## config.mk

```make
export PLATFORM = sky130hd
export DESIGN_NAME = sd_spi_card_responder
export DESIGN_NICKNAME = d
export VERILOG_FILES = /design/src/rtl/sd_pkg.sv /design/src/rtl/sd_spi_slave_shifter.sv /design/src/rtl/sd_spi_card_responder.sv
export SDC_FILE = /design/constraint.sdc
export NUM_CORES = 1
export LEC_CHECK = 0
export CORE_MARGIN = 10
export CORE_UTILIZATION = 45
export DETAILED_ROUTE_END_ITERATION = 8
export PLACE_DENSITY = 0.67
export SETUP_SLACK_MARGIN = 0.05
export SLEW_MARGIN = 40
export SYNTH_ARGS = -nofsm -noshare
export SYNTH_HDL_FRONTEND = slang
export SYNTH_SLANG_ARGS = --single-unit
```

## constraint.sdc

```tcl
create_clock -name clk -period 2.49 [get_ports clk]
set_input_delay 0.3735 -clock clk [delete_from_list [all_inputs] [get_ports clk]]
set_output_delay 0.3735 -clock clk [all_outputs]
set_load 0.02 [all_outputs]
```

## src/rtl/sd_pkg.sv

```systemverilog
// sd_pkg: SD SPI command indices, R1 bit positions, framing constants and frame FSM states
package sd_pkg;
  localparam logic [5:0] CMD0 = 6'd0;
  localparam logic [5:0] CMD8 = 6'd8;
  localparam logic [5:0] CMD17 = 6'd17;
  localparam logic [5:0] CMD55 = 6'd55;
  localparam logic [5:0] CMD58 = 6'd58;
  localparam logic [5:0] ACMD41 = 6'd41;
  localparam int R1_IDLE = 0;
  localparam int R1_ILLEGAL_CMD = 2;
  localparam logic [7:0] START_TOKEN = 8'hFE;
  localparam int BLOCK_BYTES = 512;
  typedef enum logic [2:0] {HUNT, RX_CMD, NCR, TX_RESP, NAC, TX_DATA, TX_CRC, TX_END} state_e;
  function automatic logic [7:0] r1_byte(input logic idle, input logic illegal);
    r1_byte = 8'h00;
    r1_byte[R1_IDLE] = idle;
    r1_byte[R1_ILLEGAL_CMD] = illegal;
  endfunction
endpackage

```

## src/rtl/sd_spi_slave_shifter.sv

```systemverilog
// sd_spi_slave_shifter: synchronizes SPI pins, strobes received bits and shifts tx bytes out on falling spi_clk
module sd_spi_slave_shifter (
  input  logic       clk,
  input  logic       rst,
  input  logic       spi_clk_i,
  input  logic       cs_i,
  input  logic       mosi_i,
  input  logic       tx_en_i,
  input  logic [7:0] tx_byte_i,
  output logic       desel_o,
  output logic       rx_stb_o,
  output logic       rx_bit_o,
  output logic       tx_ack_o,
  output logic       miso_o
);
  logic [2:0] sclk_q;
  logic [1:0] cs_q, mosi_q;
  logic [6:0] tx_sr_q;
  logic [2:0] tx_cnt_q;
  logic miso_q, fall;
  assign desel_o = cs_q[1];
  assign rx_stb_o = sclk_q[1] && !sclk_q[2] && !desel_o;
  assign rx_bit_o = mosi_q[1];
  assign fall = !sclk_q[1] && sclk_q[2];
  assign tx_ack_o = fall && tx_en_i && !desel_o && tx_cnt_q == 3'd0;
  assign miso_o = miso_q;
  // A new byte is loaded on the falling edge that closes the previous byte, so its MSB is valid for the next rise
  always_ff @(posedge clk)
    if (rst) begin
      sclk_q <= 3'b000;
      cs_q <= 2'b11;
      mosi_q <= 2'b11;
      tx_sr_q <= 7'h7F;
      tx_cnt_q <= 3'd0;
      miso_q <= 1'b1;
    end else begin
      sclk_q <= {sclk_q[1:0], spi_clk_i};
      cs_q <= {cs_q[0], cs_i};
      mosi_q <= {mosi_q[0], mosi_i};
      if (!tx_en_i || desel_o) begin
        tx_cnt_q <= 3'd0;
        miso_q <= 1'b1;
      end else if (fall) begin
        tx_cnt_q <= tx_cnt_q + 3'd1;
        {miso_q, tx_sr_q} <= tx_cnt_q == 3'd0 ? tx_byte_i : {tx_sr_q, 1'b1};
      end
    end
endmodule

```

## src/rtl/sd_spi_card_responder.sv

```systemverilog
// sd_spi_card_responder: SPI-mode SD card model answering the init sequence and serving CMD17 block reads
module sd_spi_card_responder
  import sd_pkg::*;
#(
  parameter int unsigned ACMD41_BUSY_CNT = 2,
  parameter int unsigned NCR_BYTES = 1,
  parameter int unsigned NAC_BYTES = 2,
  parameter logic [31:0] OCR_VALUE = 32'hC0FF8000
) (
  input  logic        clk,
  input  logic        rst,
  input  logic        spi_clk_i,
  input  logic        cs_i,
  input  logic        mosi_i,
  output logic        miso_o,
  output logic [31:0] blk_addr_o,
  output logic        data_req_o,
  input  logic [7:0]  data_in_i,
  output logic        in_idle_o,
  output logic        cmd_seen_o,
  output logic [5:0]  cmd_index_o
);
  state_e state_q, state_d;
  logic desel, rx_stb, rx_bit, tx_ack, tx_en;
  logic [7:0] tx_byte, r1_q, data_q, acmd_cnt_q;
  logic [45:0] sr_q, frame;
  logic [31:0] tail_q, arg, blk_addr_q;
  logic [8:0] cnt_q;
  logic [5:0] cmd_idx, cmd_index_q;
  logic [2:0] rlast_q;
  logic prev_q, rd_q, app_q, in_idle_q, fetch_q, data_req_q, cmd_seen_q, last_bit, accept, busy;
  sd_spi_slave_shifter u_shift (
    .clk(clk), .rst(rst), .spi_clk_i(spi_clk_i), .cs_i(cs_i), .mosi_i(mosi_i),
    .tx_en_i(tx_en), .tx_byte_i(tx_byte), .desel_o(desel), .rx_stb_o(rx_stb),
    .rx_bit_o(rx_bit), .tx_ack_o(tx_ack), .miso_o(miso_o)
  );
  assign frame = {sr_q[44:0], rx_bit};
  assign cmd_idx = frame[45:40];
  assign arg = frame[39:8];
  assign last_bit = state_q == RX_CMD && rx_stb && cnt_q == 9'd45;
  assign accept = last_bit && rx_bit;
  assign busy = acmd_cnt_q < 8'(ACMD41_BUSY_CNT);
  assign tx_en = state_q != HUNT && state_q != RX_CMD;
  assign tx_byte = state_q == TX_RESP ? (cnt_q == 9'd0 ? r1_q : tail_q[31:24]) :
                   state_q == NAC && cnt_q == 9'(NAC_BYTES) ? START_TOKEN :
                   state_q == TX_DATA ? data_q :
                   state_q == TX_CRC ? 8'h00 : 8'hFF;
  assign blk_addr_o = blk_addr_q;
  assign data_req_o = data_req_q;
  assign in_idle_o = in_idle_q;
  assign cmd_seen_o = cmd_seen_q;
  assign cmd_index_o = cmd_index_q;
  always_comb begin
    state_d = state_q;
    case (state_q)
      HUNT:    if (rx_stb && !prev_q && rx_bit) state_d = RX_CMD;
      RX_CMD:  if (last_bit) state_d = rx_bit ? NCR : HUNT;
      NCR:     if (tx_ack && cnt_q == 9'(NCR_BYTES - 1)) state_d = TX_RESP;
      TX_RESP: if (tx_ack && cnt_q == {6'd0, rlast_q}) state_d = rd_q ? NAC : TX_END;
      NAC:     if (tx_ack && cnt_q == 9'(NAC_BYTES)) state_d = TX_DATA;
      TX_DATA: if (tx_ack && cnt_q == 9'(BLOCK_BYTES - 1)) state_d = TX_CRC;
      TX_CRC:  if (tx_ack && cnt_q == 9'd1) state_d = TX_END;
      TX_END:  if (tx_ack) state_d = HUNT;
      default: state_d = HUNT;
    endcase
    if (desel) state_d = HUNT;
  end
  always_ff @(posedge clk)
    if (rst) begin
      state_q <= HUNT;
      prev_q <= 1'b1;
      sr_q <= '0;
      cnt_q <= '0;
      in_idle_q <= 1'b1;
      app_q <= 1'b0;
      acmd_cnt_q <= '0;
      cmd_seen_q <= 1'b0;
      cmd_index_q <= '0;
      blk_addr_q <= '0;
      r1_q <= 8'hFF;
      tail_q <= '0;
      rlast_q <= '0;
      rd_q <= 1'b0;
      data_req_q <= 1'b0;
      fetch_q <= 1'b0;
      data_q <= '0;
    end else begin
      state_q <= state_d;
      cnt_q <= state_d != state_q ? 9'd0 : cnt_q + 9'((state_q == RX_CMD && rx_stb) || tx_ack);
      cmd_seen_q <= accept;
      // Fetch byte k+1 while byte k is shifting out, leaving a full byte time for the memory
      data_req_q <= tx_ack && ((state_q == NAC && cnt_q == 9'(NAC_BYTES)) ||
                               (state_q == TX_DATA && cnt_q != 9'(BLOCK_BYTES - 1)));
      fetch_q <= data_req_q;
      if (fetch_q) data_q <= data_in_i;
      if (rx_stb) begin
        prev_q <= state_q == HUNT ? rx_bit : 1'b1;
        sr_q <= frame;
      end
      if (desel) prev_q <= 1'b1;
      if (state_q == TX_RESP && tx_ack && cnt_q != 9'd0) tail_q <= tail_q << 8;
      if (accept) begin
        cmd_index_q <= cmd_idx;
        app_q <= cmd_idx == CMD55;
        r1_q <= r1_byte(in_idle_q, 1'b0);
        rlast_q <= 3'd0;
        rd_q <= 1'b0;
        if (cmd_idx == CMD0) begin
          r1_q <= r1_byte(1'b1, 1'b0);
          in_idle_q <= 1'b1;
          acmd_cnt_q <= '0;
        end else if (cmd_idx == CMD8) begin
          rlast_q <= 3'd4;
          tail_q <= {24'h000001, arg[7:0]};
        end else if (cmd_idx == CMD58) begin
          rlast_q <= 3'd4;
          tail_q <= OCR_VALUE;
        end else if (app_q && cmd_idx == ACMD41) begin
          r1_q <= r1_byte(busy, 1'b0);
          if (busy) acmd_cnt_q <= acmd_cnt_q + 8'd1;
          else in_idle_q <= 1'b0;
        end else if (cmd_idx == CMD17) begin
          rd_q <= !in_idle_q;
          if (!in_idle_q) blk_addr_q <= arg;
        end else if (cmd_idx != CMD55) r1_q <= r1_byte(in_idle_q, 1'b1);
      end
    end
endmodule

```

Yosys cells after proc, flatten, opt, wreduce, memory -nomap -nowiden
Cells that the tools add are included.
{ "classes": {"eq_ne": 24, "n_bitwise": 6, "n_div": 0, "mux": 48, "shifts": 0, "addsub": 3, "order_cmp": 1, "reduce_logical": 47, "multipliers": 0} }
{ "ops": {"columns": ["operator", "n"], "rows": [
  ["$mux W32", 5],
  ["$mux W8", 11],
  ["$mux W3", 18],
  ["$pmux W3 S8", 1],
  ["$logic_and A1 B1 Y1", 23],
  ["$eq A6 B6 Y1 const B", 3],
  ["$eq A3 B3 Y1 const B", 4],
  ["$mux W1", 11],
  ["$reduce_and A5 Y1", 2],
  ["$add A9 B1 Y9", 1],
  ["$eq A9 B1 Y1 const B", 1],
  ["$eq A9 B2 Y1 const B", 1],
  ["$eq A9 B3 Y1", 1],
  ["$eq A9 B6 Y1 const B", 1],
  ["$eq A9 B9 Y1 const B", 1],
  ["$logic_not A9 Y1", 1],
  ["$ne A9 B9 Y1 const B", 1],
  ["$reduce_bool A9 Y1", 1],
  ["$add A8 B1 Y8 const B", 1],
  ["$lt A8 B2 Y1 const B", 1],
  ["$reduce_and A7 Y1", 1],
  ["$eq A3 B2 Y1 const B", 2],
  ["$eq A6 B4 Y1 const B", 1],
  ["$eq A6 B5 Y1 const B", 1],
  ["other kinds (17)", 35]
]} }
{ "word_totals": {"ram_bits": 0, "latchBits": 0, "memories": 0, "out_inout_bits": 42, "ff_bits": 179, "rom_bits": 0, "word_cells": 152} }

Logic depth before layout (Yosys ltp)
{ "depth": {"ltp_word": 12, "depth_mapped": 12, "mapped_depth_nobuf": 11} }

By module
From an unflattened synthesis, not the netlist that was laid out.
{ "unflattened": {"cells_unflattened": 775, "area_unflattened_um2": 6989.2} }
{ "modules_own_cells": {"columns": ["module", "area_per_inst_um2", "n_inst", "cells_per_inst", "seq_area_each_um2"], "rows": [
  ["sd_spi_card_responder", 6246.0, 1, 697, 3083.0],
  ["sd_spi_slave_shifter", 743.2, 1, 78, 360.3]
]} }

Least setup slack after synthesis
Ideal clock, no wire load.
{ "synth_path": {"kind": "register to register", "start": "reg u_shift.sclk_q[1]", "end": "reg cnt_q[8]", "period_less_slack_ns": 2.305, "path_slack_ns": 0.185, "required_time_ns": 2.425, "t_arrival_ns": 2.240, "setup_time_ns": 0.065, "stages_incl_launch_ff": 11, "path_cell_list": "dfxtp_1 -> or3b_1 -> clkbuf_1 -> clkbuf_1 -> o31ai_1 -> ha_1 -> ha_1 -> nand4_1 -> xnor2_1 -> nand2_1 -> nor2_1"} }
{ "synth_via": {"elab_chain_cells": 11, "elab_cells_between_ends": 30} }
{ "synth_rtl": {"columns": ["element", "line", "text"], "rows": [
  ["from (decl)", "sd_spi_slave_shifter.sv:16", "logic [2:0] sclk_q;"],
  ["from (signal assigned)", "sd_spi_slave_shifter.sv:37", "sclk_q <= {sclk_q[1:0], spi_clk_i};"],
  ["$logic_not A1 Y1", "sd_spi_slave_shifter.sv:24", "assign fall = !sclk_q[1] && sclk_q[2];"],
  ["$logic_and A1 B1 Y1", "sd_spi_slave_shifter.sv:24", null],
  ["$logic_and A1 B1 Y1 (3 in a row)", "sd_spi_slave_shifter.sv:25", "assign tx_ack_o = fall && tx_en_i && !desel_o && tx_cnt_q == 3'd0;"],
  ["$logic_and A1 B1 Y1 (on tied branches)", null, null],
  ["$mux W3 (on tied branches)", null, null],
  ["$pmux W3 S8", "sd_spi_card_responder.sv:55", "case (state_q)"],
  ["$mux W3", "sd_spi_card_responder.sv:66", "if (desel) state_d = HUNT;"],
  ["$ne A3 B3 Y1", "sd_spi_card_responder.sv:89", "cnt_q <= state_d != state_q ? 9'd0 : cnt_q + 9'((state_q == RX_CMD && rx_stb) || tx_ack);"],
  ["$reduce_or A2 Y1 (no source line)", null, null],
  ["to (signal assigned)", "sd_spi_card_responder.sv:89", null],
  ["to (decl)", "sd_spi_card_responder.sv:28", "logic [8:0] cnt_q;"]
]} }
Several ways; a longest one is shown, not always the timed one.
A chain may end at the register's enable or synchronous reset.

Worst setup path in the final report
{ "layout_path": {"start": "reg u_shift.sclk_q[1]", "end": "reg cnt_q[1]"} }
The elaborated chain is that of the path after synthesis.

==> results by group <==
GRT
  • Total Routing Usage GR: 0.152
  • First-pass GRT wire length: 25,800 um
  • Initial antenna violation count: 0
  • Vias in the first global route: about 5,300
  • Grt ovf: 0
  • Largest net degree at the start of global routing: a little under 80

Critical path
  • CP endpoint kind: register
  • Critical R2R Launch: u_shift.sclk_q[1]
  • Critical-path maximum fanout: 9
  • CP max-delay cell: or4_4
  • Total stage count of the critical path: 6
  • WP buf/inv: 0
  • Cell Chain, Critical Path: or3b_1 > o32a_1 > or4_4 > nand2_2 > a2bb2oi_4 > nor2_1
  • Top delay family on crit path: simple AND/OR/NAND/NOR gates
  • Reg2reg setup slack: 0.19 ns
  • Crit start category: register
  • Crit path to: cnt_q[1]
  • Worst stage delay on the critical path: 0.53 ns
  • CP Class: reg2reg
  • Worst Setup SP: u_shift.sclk_q[1]
  • Worst r2r path cells: 6
  • Critical Path RT: approximately 2.8 ns
  • Crit path DAT: 2.61 ns
  • Reg2reg end: cnt_q[1]

Die
  • Initial Util: 0.458
  • I/O pins: 55
  • Core area: 0.0151 mm^2
  • Die W: 144 um
  • Die span in y: ~140 um
  • DIE AREA: 0.0208 mm^2
  • Row Count: 45

STA
  • Setup ws final: 0.189 ns
  • Pins Over Slew Limit: 0
  • Final setup violation count: 0
  • Worst Tran Pin Value: 0.593 ns
  • Final setup TNS: 0 ns
  • Final Hold Fails: 0
  • Fmax achieved: about 0.43 GHz
  • Fin Clk Skew: 0.0102 ns
  • Unrepaired setup endpoints after global routing: false
  • Period minus WS final: around 2.3 ns
  • Rel. slew slack: 0.604
  • Final Cycle Share: 0.924

Hold path
  • Worst min path class: reg2reg

Synth
  • Synth warnings: 0
  • Post-Synth Adder-Cell Area: 0.00902
  • Seq cells post-synth: 172
  • Post-Synth Simple-Gate Area: 0.245
  • Post-synth EDFFs: 0
  • Area contributors post-synth: dfxtp_1 (50%), nand2_1 (9.7%), mux2i_1 (6.9%)
  • Area leader, netlist: dfxtp_1
  • Synth async-reset ratio: 0
  • Post-synthesis mux area share: 0.0693
  • Mapped cell area: around 0.0069 mm^2
  • Number of library cell types mapped by synthesis: between 60 and 70
  • Largest family of logic cells by synthesized area: simple AND/OR/NAND/NOR gates
  • Complex-gate fraction of the synthesized area: 0.131
  • Total nets after synthesis: 832
  • Mean post-synth cell area: 8.52 um^2
  • Cells after Synth: 814
  • Register area share after synthesis: 0.496
  • Share of Yosys cell area claimed by the top area cell type: 0.496
  • Post-synthesis xor/xnor area fraction: 0.0139
  • Ys flop type: dfxtp_1

Finish
  • Ant. Diodes: 0
  • Fillers: 1,403
  • Layout cells sized above 1: 0.0875
  • NumNets Final: 874
  • Area delta synth->final: 19.0%
  • Post-Route Utilization: 0.545

Status
  • Status: finished clean

Route
  • Final WL: 15,000 um
  • Drt pass-1 iters: 5
  • DRC: 0
  • DRT iter0 DRCs: 374
  • Via count: approximately 5,500
  • Via-to-Cell Ratio: 5.25
  • Post-DRT Antenna Nets: 0
  • Routed wire per std cell: 14.2 um

Placed design
  • DP HPWL: 9800 um
  • Buffers on Ports: 54
  • Final GP Congestion: 0.865
  • Pre-CTS setup slack: 0.206 ns

Pwr
  • Maximum vdd drop: 0.000569 V
  • Static leakage: approximately 0.0029 uW
  • Cell Pwr Density: 654 mW/mm^2
  • PnR Total Power: 5400 uW

CTS
  • Root Buffer: clkbuf_16
  • H-tree depth reported by CTS: 4
  • Clock Path Buffers: 2
  • Clock sink count: 172
  • CTS tree: done
  • Worst-path clk slew: 0.07 ns
  • Worst-skew pair later-pin latency: around 0.42 ns
  • PostCTS Resize Cnt: 0
  • Clock buffer count from CTS: 17
  • Postcts setup bufs: 0
  • CTS Hold Bufs: 0

Run
  • Max_cap viols: 0
cells in the final DEF (no fill, tap or decap), types with 3 or more instances in the layout:
cell type and n:
a41oi_1 3, xnor2_1 8, a31oi_1 13, or4_1 3, and3_1 4, clkdlybuf4s50_1 53, xor2_1 3, ha_1 5
nor4_1 5, a22oi_1 9, o221ai_1 5, dfxtp_1 172, o211ai_1 3, nand2b_1 7, nand2_1 180, or2_2 8
clkbuf_16 17, clkinv_4 3, inv_6 4, nor2b_1 16, inv_1 6, clkinvlp_4 3, nand3_1 9, nor3_1 8
or3_1 7, o21ai_0 13, a21oi_1 80, and2_1 3, nor2_1 97, mux2i_1 48, nand4_1 4, buf_4 20
state kept, by name (all words and copies together), names as in the netlist, 2 cells and up:
name              count
acmd_cnt_q            8
blk_addr_o           32
cmd_index_o           6
cnt_q                 9
data_q                8
r1_q                  3
sr_q                 45
state_q               3
tail_q               32
u_shift.cs_q          2
u_shift.mosi_q        2
u_shift.sclk_q        3
u_shift.tx_cnt_q      3
u_shift.tx_sr_q       7
layout make-up:
type,instances,area (um^2),area share
multi-input cells,584,3260,0.395
inverters,6,22.5,0.00273
flip-flops and latches,172,3440,0.417
repair buffers,75,721,0.0873
well taps,188,235,0.0285
clock inverters,13,130,0.0158
clock buffers,19,443,0.0537
synth_stat cells (3+ instances only):
master      n
xnor2_1     8
a21oi_1    80
or4_1       3
and2_1      3
or2_2       8
nor2b_1    16
nand3_1     9
mux2i_1    48
a22oi_1     9
inv_1       6
a31oi_1    13
nor2_1     98
xor2_1      3
nor3_1      8
or3_1       7
o31ai_1     3
ha_1        5
nor4_1      5
clkbuf_1   40
nand4_1     4
a41oi_1     3
o21ai_0    13
nand2_1   180
dfxtp_1   172
o211ai_1    3
o221ai_1    5
and4_1      3
nand2b_1    7
and3_1      4
buf_2       6
per-stage QoR:
step / cells / area [um^2] / hold WS [ns]
floorplan: 814 / 6940 / 0.389
global placement: 1025 / 7670 / 0.395
detailed placement: 1025 / 7670 / 0.402
CTS: 1057 / 8250 / 0.414
global route: 1057 / 8260 / 0.434
finish: 1057 / 8260 / 0.411
power by group:
part | switching (uW) | total, uW | internal, uW
clock | 1120 | 2550 | 1420
combinational | 57.2 | 89.5 | 32.3
sequential | 4.12 | 2760 | 2760
total | 1180 | 5400 | 4210
worst min path at each step:
stage                          from         endpoint  slack [ns]  cells past startpoint
floorplan           u_shift.cs_q[0]  u_shift.cs_q[1]        0.39                      1
global placement    u_shift.cs_q[0]  u_shift.cs_q[1]        0.39                      1
detailed placement  u_shift.cs_q[0]  u_shift.cs_q[1]        0.40                      1
CTS                             rst   blk_addr_o[27]        0.41                      2
global route        u_shift.cs_q[0]  u_shift.cs_q[1]        0.43                      1
finish              u_shift.cs_q[0]  u_shift.cs_q[1]        0.41                      1
metal layers:
metal  vias up  global-route usage  share of wire
met5         -                   0              0
met4         0              0.0585          0.018
met3        20              0.0554          0.070
met2       121               0.231           0.44
met1      2535               0.193           0.47
li1       2868                   -              -
worst register-to-register path, cell delays in order (launching register included):
cell       delay [ns]
dfxtp_1          0.43
or3b_1           0.44
o32a_1           0.32
or4_4            0.53
nand2_2          0.11
a2bb2oi_4        0.27
nor2_1           0.08
logic make-up after synthesis:
group                    count (synthesis)
AO/OA/AOI/OAI                          147
multiplexers                            48
XOR/XNOR                                11
flip-flops                             172
adder cells (fa/ha/maj)                  5
buffers and inverters                   58
AND/OR/NAND/NOR                        373
Power figures use the tool's default switching activity.
